==> config.mk <==
export PLATFORM = sky130hd
export DESIGN_NAME = hazard_control_unit
export DESIGN_NICKNAME = d
export VERILOG_FILES = /design/src/rtl/hazard_control_unit.sv
export SDC_FILE = /design/constraint.sdc
export NUM_CORES = 1
export LEC_CHECK = 0
export CAP_MARGIN = 20
export CELL_PAD_IN_SITES_DETAIL_PLACEMENT = 0
export CELL_PAD_IN_SITES_GLOBAL_PLACEMENT = 2
export CORE_ASPECT_RATIO = 2
export CORE_MARGIN = 3
export CORE_UTILIZATION = 29
export DETAILED_ROUTE_END_ITERATION = 8
export PLACE_DENSITY_LB_ADDON = 0.1
export SLEW_MARGIN = 30
export SYNTH_ARGS = -nofsm -noshare
export SYNTH_HDL_FRONTEND = slang
export SYNTH_SLANG_ARGS = --single-unit
==> constraint.sdc <==
create_clock -name CLK -period 3.1 [get_ports CLK]
set_input_delay 0.775 -clock CLK [delete_from_list [all_inputs] [get_ports CLK]]
set_output_delay 0.775 -clock CLK [all_outputs]
set_load 0.01 [all_outputs]
==> src/rtl/hazard_control_unit.sv <==
// Pipeline sequencer: load-use bubbles, taken-branch flushes and cache-miss freezes
// for the 5-stage core, plus saturating stall/flush performance counters.
module hazard_control_unit #(
    parameter int LOAD_USE_BUBBLES = 1,
    parameter int COUNTER_WIDTH    = 16
) (
    input  logic                     CLK,
    input  logic                     RST_N,
    input  logic [4:0]               RS1_ADDRESS_DEC,
    input  logic [4:0]               RS2_ADDRESS_DEC,
    input  logic                     RS1_USED_DEC,
    input  logic                     RS2_USED_DEC,
    input  logic [4:0]               RD_ADDRESS_EX,
    input  logic [2:0]               DATA_CACHE_LOAD_EX,
    input  logic                     RD_WRITE_ENABLE_EX,
    input  logic                     BRANCH_TAKEN_EX,
    input  logic                     ICACHE_READY,
    input  logic                     DCACHE_READY,
    input  logic                     CLEAR_COUNTERS,
    output logic                     STALL_PROGRAM_COUNTER,
    output logic                     STALL_FETCH_STAGE,
    output logic                     CLEAR_FETCH_STAGE,
    output logic                     STALL_DECODING_STAGE,
    output logic                     CLEAR_DECODING_STAGE,
    output logic                     STALL_EXECUTION_STAGE,
    output logic                     STALL_MEMORY_STAGE,
    output logic [COUNTER_WIDTH-1:0] STALL_CYCLE_COUNT,
    output logic [COUNTER_WIDTH-1:0] FLUSH_COUNT
);

    localparam logic [1:0] ST_RESET_FLUSH = 2'd0;
    localparam logic [1:0] ST_RUN         = 2'd1;
    localparam logic [1:0] ST_LOAD_USE    = 2'd2;
    localparam logic [1:0] ST_DMISS       = 2'd3;

    localparam logic [1:0]               BUBBLES_M1 = 2'(LOAD_USE_BUBBLES - 1);
    localparam logic [COUNTER_WIDTH-1:0] CNT_MAX    = '1;

    logic [1:0]               state_q, state_d, eval_state;
    logic [1:0]               bubble_cnt_q, bubble_cnt_d;
    logic                     ret_lu_q, ret_lu_d;
    logic [COUNTER_WIDTH-1:0] stall_cnt_q, stall_cnt_d;
    logic [COUNTER_WIDTH-1:0] flush_cnt_q, flush_cnt_d;

    logic load_use;
    logic flush_event;
    logic stall_any;
    logic stall_pc, stall_f, clear_f, stall_d, clear_d, stall_e, stall_m;

    assign load_use = (DATA_CACHE_LOAD_EX != 3'd0) && RD_WRITE_ENABLE_EX &&
                      (RD_ADDRESS_EX != 5'd0) &&
                      ((RS1_USED_DEC && (RS1_ADDRESS_DEC == RD_ADDRESS_EX)) ||
                       (RS2_USED_DEC && (RS2_ADDRESS_DEC == RD_ADDRESS_EX)));

    always_comb begin
        stall_pc     = 1'b0;
        stall_f      = 1'b0;
        clear_f      = 1'b0;
        stall_d      = 1'b0;
        clear_d      = 1'b0;
        stall_e      = 1'b0;
        stall_m      = 1'b0;
        flush_event  = 1'b0;
        state_d      = state_q;
        bubble_cnt_d = bubble_cnt_q;
        ret_lu_d     = ret_lu_q;

        // A miss that ends this cycle hands control straight back to the
        // interrupted state, so the return state's decision is made now.
        eval_state = state_q;
        if (state_q == ST_DMISS && DCACHE_READY)
            eval_state = ret_lu_q ? ST_LOAD_USE : ST_RUN;

        case (eval_state)
            ST_RESET_FLUSH: begin
                clear_f = 1'b1;
                clear_d = 1'b1;
                state_d = ST_RUN;
            end
            ST_RUN: begin
                state_d = ST_RUN;
                if (!DCACHE_READY) begin
                    {stall_pc, stall_f, stall_d, stall_e, stall_m} = 5'b11111;
                    ret_lu_d = 1'b0;
                    state_d  = ST_DMISS;
                end else if (BRANCH_TAKEN_EX) begin
                    clear_f     = 1'b1;
                    clear_d     = 1'b1;
                    flush_event = 1'b1;
                end else if (load_use) begin
                    stall_pc = 1'b1;
                    stall_f  = 1'b1;
                    clear_d  = 1'b1;
                    if (LOAD_USE_BUBBLES > 1) begin
                        bubble_cnt_d = BUBBLES_M1;
                        state_d      = ST_LOAD_USE;
                    end
                end else if (!ICACHE_READY) begin
                    stall_pc = 1'b1;
                    clear_f  = 1'b1;
                end
            end
            ST_LOAD_USE: begin
                if (!DCACHE_READY) begin
                    {stall_pc, stall_f, stall_d, stall_e, stall_m} = 5'b11111;
                    ret_lu_d = 1'b1;
                    state_d  = ST_DMISS;
                end else begin
                    stall_pc     = 1'b1;
                    stall_f      = 1'b1;
                    clear_d      = 1'b1;
                    bubble_cnt_d = bubble_cnt_q - 2'd1;
                    state_d      = (bubble_cnt_q == 2'd1) ? ST_RUN : ST_LOAD_USE;
                end
            end
            default: begin
                {stall_pc, stall_f, stall_d, stall_e, stall_m} = 5'b11111;
                state_d = ST_DMISS;
            end
        endcase
    end

    assign stall_any = stall_pc | stall_f | stall_d | stall_e | stall_m;

    always_comb begin
        stall_cnt_d = stall_cnt_q;
        flush_cnt_d = flush_cnt_q;
        if (CLEAR_COUNTERS) begin
            stall_cnt_d = '0;
            flush_cnt_d = '0;
        end else begin
            if (stall_any && stall_cnt_q != CNT_MAX)
                stall_cnt_d = stall_cnt_q + 1'b1;
            if (flush_event && flush_cnt_q != CNT_MAX)
                flush_cnt_d = flush_cnt_q + 1'b1;
        end
    end

    always_ff @(posedge CLK or negedge RST_N) begin
        if (!RST_N) begin
            state_q      <= ST_RESET_FLUSH;
            bubble_cnt_q <= 2'd0;
            ret_lu_q     <= 1'b0;
            stall_cnt_q  <= '0;
            flush_cnt_q  <= '0;
        end else begin
            state_q      <= state_d;
            bubble_cnt_q <= bubble_cnt_d;
            ret_lu_q     <= ret_lu_d;
            stall_cnt_q  <= stall_cnt_d;
            flush_cnt_q  <= flush_cnt_d;
        end
    end

    assign STALL_PROGRAM_COUNTER = stall_pc;
    assign STALL_FETCH_STAGE     = stall_f;
    assign CLEAR_FETCH_STAGE     = clear_f;
    assign STALL_DECODING_STAGE  = stall_d;
    assign CLEAR_DECODING_STAGE  = clear_d;
    assign STALL_EXECUTION_STAGE = stall_e;
    assign STALL_MEMORY_STAGE    = stall_m;
    assign STALL_CYCLE_COUNT     = stall_cnt_q;
    assign FLUSH_COUNT           = flush_cnt_q;

endmodule

==> results of run 1 <==
==> through the flow <==
step                      total power, W  instances  utilization  area [um^2]  hold slack, ns
after floorplan                 0.001064        258            -         2402          0.4525
after global placement          0.001469        437       0.4145         3316          0.4674
after detailed placement        0.001474        437       0.4145         3316          0.4863
after CTS                       0.002015        444       0.4367         3493          0.4968
after global routing            0.002103        444       0.4420         3536          0.5016
final                           0.001961        444       0.4420         3536          0.4584
==> placed cells by master (no fill, tap or decap), types with 3 or more instances in the layout <==
cell type        count
clkdlybuf4s50_1     42
nor2_1              40
dfrtp_1             37
buf_4               32
nand3_1             14
nand2_1             14
nor2b_1             13
xnor2_1             11
xor2_1              11
dlymetal6s2s_1       9
mux2_4               8
inv_1                7
nand4_1              7
o21ai_0              6
nor3_1               6
ha_1                 6
dlygate4sd2_1        6
clkbuf_16            5
xnor2_2              4
a21oi_1              4
nand2b_1             4
mux2_2               4
clkbuf_2             4
nor3_2               3
o31ai_1              3
and2_1               3
and4_1               3
buf_2                3
==> logic make-up (layout without fill, tap and decap cells) <==
kind of cell | after synthesis | in the layout | synth area share
simple gates | 126 | 126 | 0.2839
flops | 37 | 37 | 0.3854
compound gates | 26 | 26 | 0.06875
xor+xnor | 26 | 26 | 0.09479
buf+inv | 21 | 111 | 0.04948
mux | 15 | 15 | 0.08125
fa+ha+maj | 7 | 7 | 0.03646
==> worst min-delay path by stage <==
stage               startpoint  cells past startpoint                    to  slack [ns]
2_1_floorplan  bubble_cnt_q[0]                      1       bubble_cnt_q[0]        0.45
3_3_place_gp   bubble_cnt_q[0]                      1       bubble_cnt_q[0]        0.47
3_5_place_dp   bubble_cnt_q[0]                      1       bubble_cnt_q[0]        0.49
4_1_cts        bubble_cnt_q[0]                      1       bubble_cnt_q[0]        0.50
5_1_grt                  RST_N                      1  STALL_CYCLE_COUNT[3]        0.50
6_report                 RST_N                      1        FLUSH_COUNT[8]        0.46
==> worst max-delay path, cell delays in order <==
cell and delay [ns]:
clkdlybuf4s50_1 0.47, xnor2_1 0.11, nand2_1 0.11, o22ai_2 0.17, nand2_2 0.11, o21ai_1 0.13, nand2_1 0.06, a21oi_1 0.12
buf_2 0.14
==> per-layer routing <==
layer	vias to the layer above	share of wire	GRT usage
met2	54	0.58	0.3074
met4	0	0.016	0.05117
met3	6	0.045	0.02906
li1	1058	-	-
met1	1031	0.36	0.1473
met5	-	0	0
==> final cells by class <==
| cell class | count | share of cell area |
|---|---|---|
| repair buffers | 97 | 0.2466 |
| inverters | 7 | 0.007431 |
| multi-input cells | 200 | 0.4087 |
| clock inverters | 1 | 0.002123 |
| well taps | 96 | 0.03397 |
| clock buffers | 6 | 0.03928 |
| flip-flops and latches | 37 | 0.2619 |
==> repair_timing <==
action / in CTS / in global routing
endpoints found under the setup margin: 18 / 10
hold endpoints to repair: 0 / 0
setup buffers: 0 / 0
gates resized for setup: 38 / 21
pin swaps: 3 / 11
==> registers in the layout (all words and copies together), names as in the netlist <==
register / count
FLUSH_COUNT: 16
ret_lu_q: 1
state_q: 2
STALL_CYCLE_COUNT: 16
bubble_cnt_q: 2
==> report_power, final <==
part / switching [W] / internal, W / leakage [nW] / total [W]
registers: 0.0000471 / 0.000534 / 0.504 / 0.000581
clock network: 0.000201 / 0.000315 / 0.0690 / 0.000517
logic: 0.000419 / 0.000444 / 0.996 / 0.000863
total: 0.000667 / 0.00129 / 1.57 / 0.00196
==> flow_summary_export.csv, run 1 <==
group,metric,value,unit
finish,antenna_cells,0,
cts,htreeDepth,2,
critical_path,crit_type,"input port to output port",
status,outcome,"finished, final reports clean",
global_route,grt-ovfl-total,0,
critical_path,crit_path_end,"CLEAR_DECODING_STAGE",
synthesis,synth_top_area_frac,0.3854,
finish,drive_above_1_share,0.2471,
synthesis,synth_edf_count,0,
sta,skew,0.003183,ns
global_route,antenna_found_initial,0,
sta,maxSlewHeadroom,0.6681,
synthesis,synth_seq_cells,37,
sta,hold_viol,0,
floorplanning,die_w,70.36,um
route,ant_nets,0,
run,cap_violations,0,
synthesis,synth_area,2402,um^2
critical_path,ff2ff_setup_slack,0.57,ns
global_route,grt_first_pass_wirelength,11.25,mm
finish,multi_input_area,1445,um^2
route,drt_iter0_markers,53,
route,drtPass1Iterations,4,
cts,cts_buffers,5,
pwr,cellPowerDensity,554.6,nW/um^2
sta,fmax,334.4,MHz
cts,insertion_delay,0.28,ns
route,wl_per_cell,15.37,um
sta,setup_tns,0,ns
sta,fin_ws,0.1094,ns
route,viasPerCell,4.840,
critical_path,crit_path_start_kind,"input port",
min_path,hold_path.class,"input port to async pin",
synthesis,synthTopCellsByCount,"41 x nor2_1, 37 x dfrtp_1, 15 x nand2_1, 15 x xnor2_1, 14 x nand3_1",
route,vias,2149,
pwr,vdd_ir_drop_max,381.2,uV
synthesis,synthTopCellsByArea,"dfrtp_1 39%, nor2_1 6.4%, xnor2_1 5.5%, mux2_4 5.0%, xor2_1 4.0%",
floorplanning,start_util,0.3003,
critical_path,critical_path_required,2.32,ns
cts,cts.clk_slew.worst_paths,0.06,ns
sta,report.final.setup_viol,0,
finish,area_growth,47.19,%
critical_path,rr_endpoint,"STALL_CYCLE_COUNT[6]",
cts,clock-sinks,37,
sta,worst_pin_slew,0.4979,ns
place,port_buffers,65,
floorplanning,num_rows,46,
synthesis,syn-num-nets,292,
critical_path,r2r_start,"ret_lu_q",
global_route,gr-usage-all-layers,0.1521,
finish,finalNetCount,382,
cts,tritoncts,"yes",
synthesis,async_flop_share,1.000,
place,place_ws,-0.5361,ns
global_route,grt_pass1_vias,2241,
critical_path,rr_worst_depth,11,
pwr,p_leak,1.569,nW
floorplanning,coreArea,8000,um^2
synthesis,syn_inst,258,
synthesis,synth-seq-area-share,0.3854,
sta,finalCritPeriodShare,0.9647,
synthesis,yosysWarningCount,0,
global_route,grt_max_degree,38,
place,gp_congestion,0.7761,
critical_path,arrival,2.22,ns
cts,clockRootBuffer,"clkbuf_16",
floorplanning,io_pins,66,
route,drc_errors,0,
critical_path,critical_path.startpoint,"RS2_ADDRESS_DEC[3]",
synthesis,synth.distinct_cells,46,
cts,hold_buffers,0,
sta,slew_violations,0,
floorplanning,dieHeight,134.7,um
route,routed_wirelength,6.823,mm
synthesis,yosysTopAreaCell,"dfrtp_1",
synthesis,postSynthAreaPerCell,9.311,um^2
floorplanning,dieArea,9478,um^2
finish,final.fill_count,806,
cts,clockBufferDepth,2,
finish,register_area,925.9,um^2
critical_path,endpoint_kind,"output port",
critical_path,cp_max_fo,3,
synthesis,synthFlopType,"dfrtp_1",
synthesis,synth.most_common_cell,"nor2_1",
sta,min_period,2.991,ns
place,place_hpwl,5.303,mm
(Power assumes the default switching activity.)
==> inputs of run 2 (changes only) <==
Settings changed: REMOVE_ABC_BUFFERS from default to 1, SLEW_MARGIN 30 to default.
==> run 2 against run 1 <==
  * Clock skew increased by 0.0021 ns
  * Final area decreased by 1.4%
  * Fmax about the same
  * Largest cell class unchanged
  * Highest routed layer unchanged
  * Power increased by 1.7%
  * Sequential share of layout area increased by 0.37 points
  * Setup slack improved by 0.0014 ns
  * Global-route usage decreased by 0.58 points
  * Die area unchanged
  * Critical path depth decreased by 1
  * First-iteration DRC count increased by 13%
  * Largest power group unchanged
  * Core utilization decreased by 0.61 points
  * Sequential cell count unchanged
==> flow_summary_export.csv, run 2 (synthesis results as in run 1) <==
group,metric,value,unit
route,drc_errors,0,
route,drt_iter0_markers,60,
cts,clockBufferDepth,2,
sta,report.final.setup_viol,0,
global_route,grt_max_degree,38,
place,dpl_cell_area,3313,um^2
critical_path,cp_max_fo,4,
floorplanning,dieArea,9478,um^2
status,outcome,"finished, final reports clean",
critical_path,crit_type,"input port to output port",
route,ant_nets,0,
place,gp_congestion,0.7229,
critical_path,crit_path_end,"STALL_EXECUTION_STAGE",
floorplanning,io_pins,66,
sta,worst_hold_slack,0.4849,ns
route,vias,2162,
cts,cts.clk_slew.worst_paths,0.06,ns
critical_path,arrival,2.21,ns
critical_path,critPathMaxStageDelay,0.26,ns
pwr,cellPowerDensity,571.7,nW/um^2
critical_path,r2r_start,"ret_lu_q",
global_route,grt_first_pass_wirelength,11.10,mm
critical_path,path_cells,"dlygate4sd2_1 -> nand3_1 -> and2_1 -> inv_1 -> ha_1 -> buf_4 -> mux2i_2 -> clkdlybuf4s15_2",
critical_path,rr_worst_depth,11,
critical_path,critical_path_required,2.32,ns
critical_path,ff2ff_setup_slack,0.57,ns
critical_path,rr_endpoint,"STALL_CYCLE_COUNT[6]",
cts,clock-sinks,37,
cts,hold_buffers,0,
sta,finalCritPeriodShare,0.9643,
floorplanning,start_util,0.3003,
global_route,grt-ovfl-total,0,
cts,cts_buffers,5,
finish,drive_above_1_share,0.2270,
route,wl_per_cell,14.70,um
sta,skew,0.005256,ns
pwr,vdd_ir_drop_max,352.4,uV
sta,setup_tns,0,ns
critical_path,cp.depth,8,
sta,fmax,334.5,MHz
sta,rsz0062_at_grt,"false",
sta,hold_viol,0,
place,place_hpwl,4.881,mm
route,wl_met1,2.522,mm
route,routed_wirelength,6.527,mm
finish,final_cell_area,3487,um^2
run,cap_violations,0,
sta,maxSlewHeadroom,0.4211,
cts,tritoncts,"yes",
sta,slew_violations,0,
route,dr.max_layer_used,"met4",
cts,insertion_delay,0.29,ns
cts,htreeDepth,2,
critical_path,crit_path_start_kind,"input port",
finish,finalNetCount,381,
critical_path,endpoint_kind,"output port",
sta,min_period,2.989,ns
critical_path,critPathTopFamily,"buffers and inverters",
sta,worst_pin_slew,0.8683,ns
floorplanning,coreArea,8000,um^2
route,viasPerCell,4.869,
route,wl_met2,3.614,mm
floorplanning,die_w,70.36,um
finish,area_growth,45.16,%
finish,multi_input_area,1419,um^2
global_route,antenna_found_initial,0,
min_path,hp-start,"bubble_cnt_q[0]",
floorplanning,num_rows,46,
finish,register_area,925.9,um^2
cts,clockRootBuffer,"clkbuf_16",
critical_path,critical_path.startpoint,"DCACHE_READY",
global_route,gr-usage-all-layers,0.1464,
route,drtPass1Iterations,4,
pwr,p_leak,1.485,nW
global_route,grt_pass1_vias,2259,
place,port_buffers,65,
min_path,hold_path.class,"register to register",
critical_path,crit_slowest_cell,"dlygate4sd2_1",
critical_path,path_buf_inv,4,
finish,antenna_cells,0,
floorplanning,dieHeight,134.7,um
finish,final_cell_mix,"41 x nor2_1, 41 x clkdlybuf4s50_1, 37 x dfrtp_1, 30 x buf_4, 16 x dlygate4sd2_1",
finish,final.fill_count,830,
route,wl_met3,274,um
==> run 2: timing repair <==
item | CTS | global route
setup endpoints to repair | 20 | 7
buffers inserted | 1 | 0
resized for setup | 46 | 8
pin swaps | 9 | 3
==> run 2: worst min-delay path by stage <==
stage,endpoint,slack (ns),depth (start not counted)
6_report,bubble_cnt_q[0],0.48,1
5_1_grt,bubble_cnt_q[0],0.50,1
4_1_cts,bubble_cnt_q[0],0.49,1
3_5_place_dp,bubble_cnt_q[0],0.48,1
3_3_place_gp,bubble_cnt_q[0],0.47,1
2_1_floorplan,bubble_cnt_q[0],0.45,1
==> run 2: power by group <==
part	total (W)	leakage, nW	internal, W	switching (W)
Combinational	0.000899	0.911	0.000467	0.000432
Sequential	0.000582	0.504	0.000534	0.0000473
Clock	0.000513	0.0702	0.000299	0.000214
Total	0.00199	1.49	0.00130	0.000694
==> run 2: area by class of cell <==
type / count / share of cell area
repair buffers: 96 / 0.2436
well taps: 96 / 0.03445
inverters: 7 / 0.007535
flip-flops and latches: 37 / 0.2655
clock inverters: 3 / 0.006100
clock buffers: 5 / 0.03588
multi-input cells: 200 / 0.4069
==> run 2: metrics by stage <==
| stage | std cells | utilization | total power [W] | setup slack, ns |
|---|---|---|---|---|
| 4_1_cts | 444 | 0.4320 | 0.002019 | 0.0002744 |
| 2_1_floorplan | 244 | - | 0.0009796 | 0.2782 |
| 6_report | 444 | 0.4359 | 0.001994 | 0.1107 |
| 5_1_grt | 444 | 0.4359 | 0.002137 | 0.001474 |
| 3_5_place_dp | 435 | 0.4141 | 0.001508 | -0.5148 |
| 3_3_place_gp | 435 | 0.4141 | 0.001510 | -0.5196 |
==> run 2: routing by layer <==
layer  vias up  GRT usage
met5         -          0
met4         0    0.05970
met3         8    0.02235
met2        50     0.2745
met1      1042     0.1597
li1       1062          -
==> inputs of run 3 (changes only) <==
Settings changed: CAP_MARGIN 20 to 40.
==> run 3 against run 2 <==
  * Wire length grew 0.32%
  * Setup slack got worse by 0.00080 ns
  * Clock power about the same
  * Non-clock buffer count unchanged
  * First-iteration DRC count grew 18%
  * Core utilization grew 0.41 points
  * Sequential share of layout area down 0.25 points
  * Cell count unchanged
  * Combinational power shrank 0.6%
  * Critical path type unchanged
==> flow_summary_export.csv, run 3 (synthesis results as in run 1) <==
group,metric,value,unit
floorplanning,coreArea,8000,um^2
sta,maxSlewHeadroom,0.7311,
cts,clockRootBuffer,"clkbuf_16",
critical_path,r2r_start,"ret_lu_q",
sta,fin_ws,0.1099,ns
sta,report.final.setup_viol,0,
finish,instances_no_fill,444,
critical_path,arrival,2.22,ns
place,gp_congestion,0.7229,
floorplanning,num_rows,46,
pwr,vdd_ir_drop_max,399.9,uV
floorplanning,io_pins,66,
sta,finalCritPeriodShare,0.9645,
global_route,grt_first_pass_wirelength,11.11,mm
sta,min_period,2.990,ns
floorplanning,start_util,0.3003,
status,outcome,"finished, final reports clean",
global_route,antenna_found_initial,0,
place,place_hpwl,4.899,mm
cts,cts_setup_buffers,0,
route,vias,2159,
cts,insertion_delay,0.29,ns
route,viasPerCell,4.863,
pwr,p_leak,1.547,nW
global_route,gr-usage-all-layers,0.1471,
global_route,grt-ovfl-total,0,
sta,fmax,334.4,MHz
cts,tritoncts,"yes",
route,ant_nets,0,
cts,htreeDepth,2,
finish,post-route-util,0.4399,
finish,antenna_cells,0,
min_path,hold_path.class,"input port to async pin",
place,port_buffers,65,
floorplanning,dieArea,9478,um^2
run,cap_violations,0,
critical_path,critical_path_required,2.32,ns
sta,rsz0062_at_grt,"true",
global_route,grt_pass1_vias,2296,
finish,finalNetCount,381,
sta,worst_hold_slack,0.3137,ns
pwr,cellPowerDensity,564.3,nW/um^2
finish,final_cell_mix,"43 x clkdlybuf4s50_1, 41 x nor2_1, 37 x dfrtp_1, 29 x buf_4",
route,drtPass1Iterations,4,
route,routed_wirelength,6.548,mm
critical_path,cp_max_fo,3,
global_route,grt_max_degree,32,
route,drc_errors,0,
critical_path,crit_type,"input port to output port",
cts,cts_buffers,5,
cts,clockBufferDepth,2,
sta,skew,0.004256,ns
cts,cts.clk_slew.worst_paths,0.06,ns
floorplanning,dieHeight,134.7,um
sta,worst_pin_slew,0.4020,ns
floorplanning,die_w,70.36,um
finish,layout_commonest_cell,"clkdlybuf4s50_1",
route,wl_per_cell,14.75,um
critical_path,endpoint_kind,"output port",
critical_path,critical_path.startpoint,"RS1_ADDRESS_DEC[0]",
sta,slew_violations,0,
place,place_ws,-0.5217,ns
sta,hold_viol,0,
finish,drive_above_1_share,0.2414,
critical_path,crit_path_start_kind,"input port",
route,drt_iter0_markers,71,
cts,hold_buffers,0,
finish,area_growth,46.51,%
cts,clock-sinks,37,
place,place_inst,436,
==> run 3: cell types whose count changed in the layout (fill, tap and decap cells not counted), moves of 2 or more <==
| cell | previous run | this run |
|---|---|---|
| dlygate4sd2_1 | 16 | 6 |
| dlymetal6s2s_1 | 1 | 8 |
| buf_2 | 5 | 7 |
| clkdlybuf4s50_1 | 41 | 43 |
| clkinv_4 | 0 | 2 |
==> run 3: critical path: stages <==
cell and delay, ns:
clkdlybuf4s50_1 0.47, xnor2_1 0.11, nand2_1 0.11, o22ai_2 0.18, nand2_2 0.10, a21oi_1 0.15, a2bb2oi_1 0.17, buf_2 0.14
==> run 3: final timing paths <==
path / endpoint / slack (ns) / cells past startpoint
max: STALL_PROGRAM_COUNTER / 0.11 / 8
min: FLUSH_COUNT[5] / 0.31 / 1
max reg2reg: STALL_CYCLE_COUNT[8] / 0.57 / 12
min reg2reg: bubble_cnt_q[0] / 0.48 / 1
max in group asynchronous: STALL_CYCLE_COUNT[11] / 2.36 / 2
min in group CLK: bubble_cnt_q[0] / 0.48 / 1
==> run 3: timing repair <==
action,CTS,global route
gates cloned,0,0
resized for setup,43,15
endpoints found under the setup margin,20,4
pin swaps,5,11
==> run 3: layout make-up <==
type                    count  area [um^2]
flip-flops and latches     37        925.9
multi-input cells         200         1419
inverters                   7        26.28
clock buffers               5        125.1
repair buffers             96        880.8
clock inverters             3        22.52
fillers                   813         4481
well taps                  96        120.1
==> run 3: where the power goes <==
part / leakage, nW / internal (W) / switching (W)
logic: 0.969 / 0.000464 / 0.000430
registers: 0.504 / 0.000534 / 0.0000467
clock network: 0.0738 / 0.000299 / 0.000213
total: 1.55 / 0.00130 / 0.000689
==> run 3: per-stage QoR <==
step / instance area (um^2) / TNS [ns] / power, W
2_1_floorplan: 2310 / 0 / 0.0009796
3_3_place_gp: 3313 / -8.441 / 0.001510
3_5_place_dp: 3333 / -8.639 / 0.001510
4_1_cts: 3476 / 0 / 0.002013
5_1_grt: 3520 / -0.02000 / 0.002128
6_report: 3520 / 0 / 0.001986
==> run 3: layer usage <==
layer	vias up	part of all wire	track usage
met5	-	0	0
met4	0	0.017	0.06503
met2	52	0.56	0.2777
met1	1041	0.39	0.1587
li1	1060	-	-
met3	6	0.036	0.01937
==> edit 1, RTL diff (flow settings as in run 3) <==
Set the parameter `COUNTER_WIDTH` to 24 (it was 16).
--- a/src/rtl/hazard_control_unit.sv
+++ b/src/rtl/hazard_control_unit.sv
@@ -2,7 +2,7 @@
 // for the 5-stage core, plus saturating stall/flush performance counters.
 module hazard_control_unit #(
     parameter int LOAD_USE_BUBBLES = 1,
-    parameter int COUNTER_WIDTH    = 16
+    parameter int COUNTER_WIDTH    = 24
 ) (
     input  logic                     CLK,
     input  logic                     RST_N,
Interface: changed (resized FLUSH_COUNT and STALL_CYCLE_COUNT); port bits go from 66 to 82. The function was not compared with the original's and may differ.
==> edit 1 against run 3 <==
Synthesized area rose by 37%; total power rose by 37%; wire length rose by 64%; design area rose by 38%; critical path depth did not move; sequential cell count rose by 16; setup slack got worse by 0.051 ns; clock power rose by 15%; largest cell class unchanged.
==> edit 1: results (changes against run 3) <==
[run_status]
status = finished, final reports clean

[finish]
area_delta_synth_final_pct = 48.08
multi_input_cells = 299  ; +50%
seq_share_pct = 27.23  ; +0.92 points
drive_above_1_share_pct = 22.22  ; -1.9 points
num-fill-cells = 1123  ; +38%
seq_cell_count = 53  ; +43%

[sta]
fin_skew_ns = 0.01251  ; +0.008252 ns
holdWs_ns = 0.3629  ; +0.04922 ns
max_freq_mhz = 328.8  ; -1.7%

[setup_path]
worst_path_dominant_cell_family = compound AO/OA/AOI/OAI gates
r2r_slack_ns = 0.32  ; -0.25 ns
max_stage_delay_ns = 0.26  ; -0.21 ns

[detailed_routing]
drtIter0Drc = 103  ; +45%
wirelength_met1_um = 3975  ; +56%
wl_per_cell_um = 16.88  ; +14%
met3WireLength_um = 356  ; +49%
vias = 3308  ; +53%

[yosys]
yosys.area_share.adder_pct = 2.663  ; -0.98 points
syn_inst = 376  ; +46%
yosysSeqAreaShare_pct = 40.32  ; +1.8 points

[place]
portBuffers = 81  ; +25%
place_ws_ns = -0.8083  ; -0.2866 ns
place_area_um2 = 4467  ; +34%

[pwr]
swShare_pct = 36.43  ; +1.7 points

[global_routing]
grt_pass1_wl_um = 17270  ; +55%

## edit 1: timing repair
| item | in CTS | in global routing |
|---|---|---|
| gates resized for setup | 68 | 22 |
| pin swaps | 23 | 22 |
| endpoints found under the setup margin | 31 | 25 |
| hold buffers | 0 | 0 |
| cloned | 2 | 1 |
| hold endpoints to repair | 0 | 0 |
| setup buffers | 4 | 5 |
## edit 1: path summary, 6_finish.rpt
path,depth (start not counted),to,start
min,1,STALL_CYCLE_COUNT[10],RST_N
min in group CLK,1,bubble_cnt_q[0],bubble_cnt_q[0]
max reg2reg,10,STALL_CYCLE_COUNT[23],state_q[1]
max,8,STALL_PROGRAM_COUNTER,RD_ADDRESS_EX[0]
max in group asynchronous,3,STALL_CYCLE_COUNT[22],RST_N
min reg2reg,1,bubble_cnt_q[0],bubble_cnt_q[0]
==> edit 2, RTL diff (settings of run 3) <==
Made on the original files. Reset style: synchronous (`RST_N`), changed in one clocked block.
--- a/src/rtl/hazard_control_unit.sv
+++ b/src/rtl/hazard_control_unit.sv
@@ -136,7 +136,7 @@
         end
     end
 
-    always_ff @(posedge CLK or negedge RST_N) begin
+    always_ff @(posedge CLK) begin
         if (!RST_N) begin
             state_q      <= ST_RESET_FLUSH;
             bubble_cnt_q <= 2'd0;
Formal check against the unedited RTL: differs if RST_N is asserted again (counterexample within 4 cycles, from zero or initial values and one cycle with RST_N low); with RST_N held inactive, the same outputs for 10 cycles.
==> edit 2 against run 3 <==
Maximum frequency up 0.45%; wire length fell by 6.1%; utilization rose by 1.5 points; highest routed layer unchanged; design area is 10% lower; synthesized area is 13% lower; critical path depth increased by 1; final cell count is 3.2% lower; critical endpoint is now CLEAR_FETCH_STAGE; first-iteration DRC count down 39%; sequential cell count is the same; critical path type unchanged; setup slack improved by 0.013 ns; global-route usage rose by 0.88 points.
Power is not compared: it rests on default switching activity, and its combinational part moved more than twofold at a synthesized area within 25%.
==> edit 2: results (changes against run 3) <==
[run_status]
status = finished, final reports clean

[yosys]
synth.area.top_cells = dfxtp_1 (35%), a21oi_1 (6.2%), o31ai_1 (5.4%), xor2_1 (5.0%), or4_1 (4.3%)
yosysSeqAreaShare_pct = 35.49  ; -3.1 points
syn_inst = 256  ; -0.78%
synth.area.mux_share_pct = 0.9592  ; -7.2 points
async_flop_share_pct = 0  ; -100 points
synth.cells.most_frequent = dfxtp_1 (37), a21oi_1 (26), nand3_1 (16), nor2_1 (16)
ys_types = 36  ; -22%
synth_xor_xnor_area_share_pct = 8.393  ; -1.1 points
yosys.area_share.adder_pct = 4.197  ; +0.55 points

[place]
hpwl_um = 4713  ; -3.8%
routabilityCongestion = 0.7240  ; +0.15%
place_ws_ns = -0.6159  ; -0.09423 ns
dpl.cell_count = 421  ; -3.4%
place_area_um2 = 2972  ; -11%

[setup_path]
r2r_slack_ns = 0.67  ; +0.10 ns
reg2reg_to = STALL_CYCLE_COUNT[6]
startpoint = RD_ADDRESS_EX[1]
r2r_cells = 11  ; -1
slowest_stage = dlygate4sd2_1
max_stage_delay_ns = 0.25  ; -0.22 ns
r2r-start = ret_lu_q
critPathCapture = CLEAR_FETCH_STAGE

[finish]
final_nets = 373  ; -2.1%
drive_above_1_share_pct = 15.88  ; -8.3 points

[global_routing]
grt_pass1_vias = 2223  ; -3.2%
grt_pass1_wl_um = 10120  ; -8.9%
grtUsageTotal_pct = 15.59  ; +0.88 points
grt_max_degree = 33  ; +3.1%

[sta]
period_share_pct = 96.02  ; -0.44 points
worst_pin_slew_ns = 0.6131  ; +0.2110 ns

[min_path]
min_path_type = register to register

[detailed_routing]
vias = 2176  ; +0.79%
viasPerCell = 5.060  ; +4.1%

[pwr]
combPwrFrac_pct = 21.2

edit 2: cell types whose count changed after synthesis, sizes merged, moves of 12 or more:
cell	before	now
dfrtp	37	0
a21oi	6	26
nor2	42	16
o31ai	3	15
mux2	12	0
dfxtp	0	37
edit 2: metal layers:
| layer | up-vias | GRT usage (%) | wire, um | part of all wire [%] |
|---|---|---|---|---|
| met5 | - | 0 | 0 | 0 |
| met1 | 1016 | 15.04 | 2160 | 35 |
| met3 | 11 | 3.479 | 228 | 3.7 |
| met2 | 48 | 29.88 | 3584 | 58 |
| li1 | 1101 | - | - | - |
| met4 | 0 | 6.946 | 172 | 2.8 |
edit 2: cell type report:
class | instances | area, um^2
fillers | 732 | 3785
multi-input cells | 196 | 1296
repair buffers | 89 | 792.0
flip-flops and latches | 37 | 740.7
clock buffers | 6 | 138.9
well taps | 90 | 112.6
clock inverters | 2 | 37.54
inverters | 10 | 37.54
edit 2: timing repair:
action                     CTS  global route
setup endpoints to repair   14             4
buffers inserted             3             0
resized for setup           55             9
pin swaps                    6             5
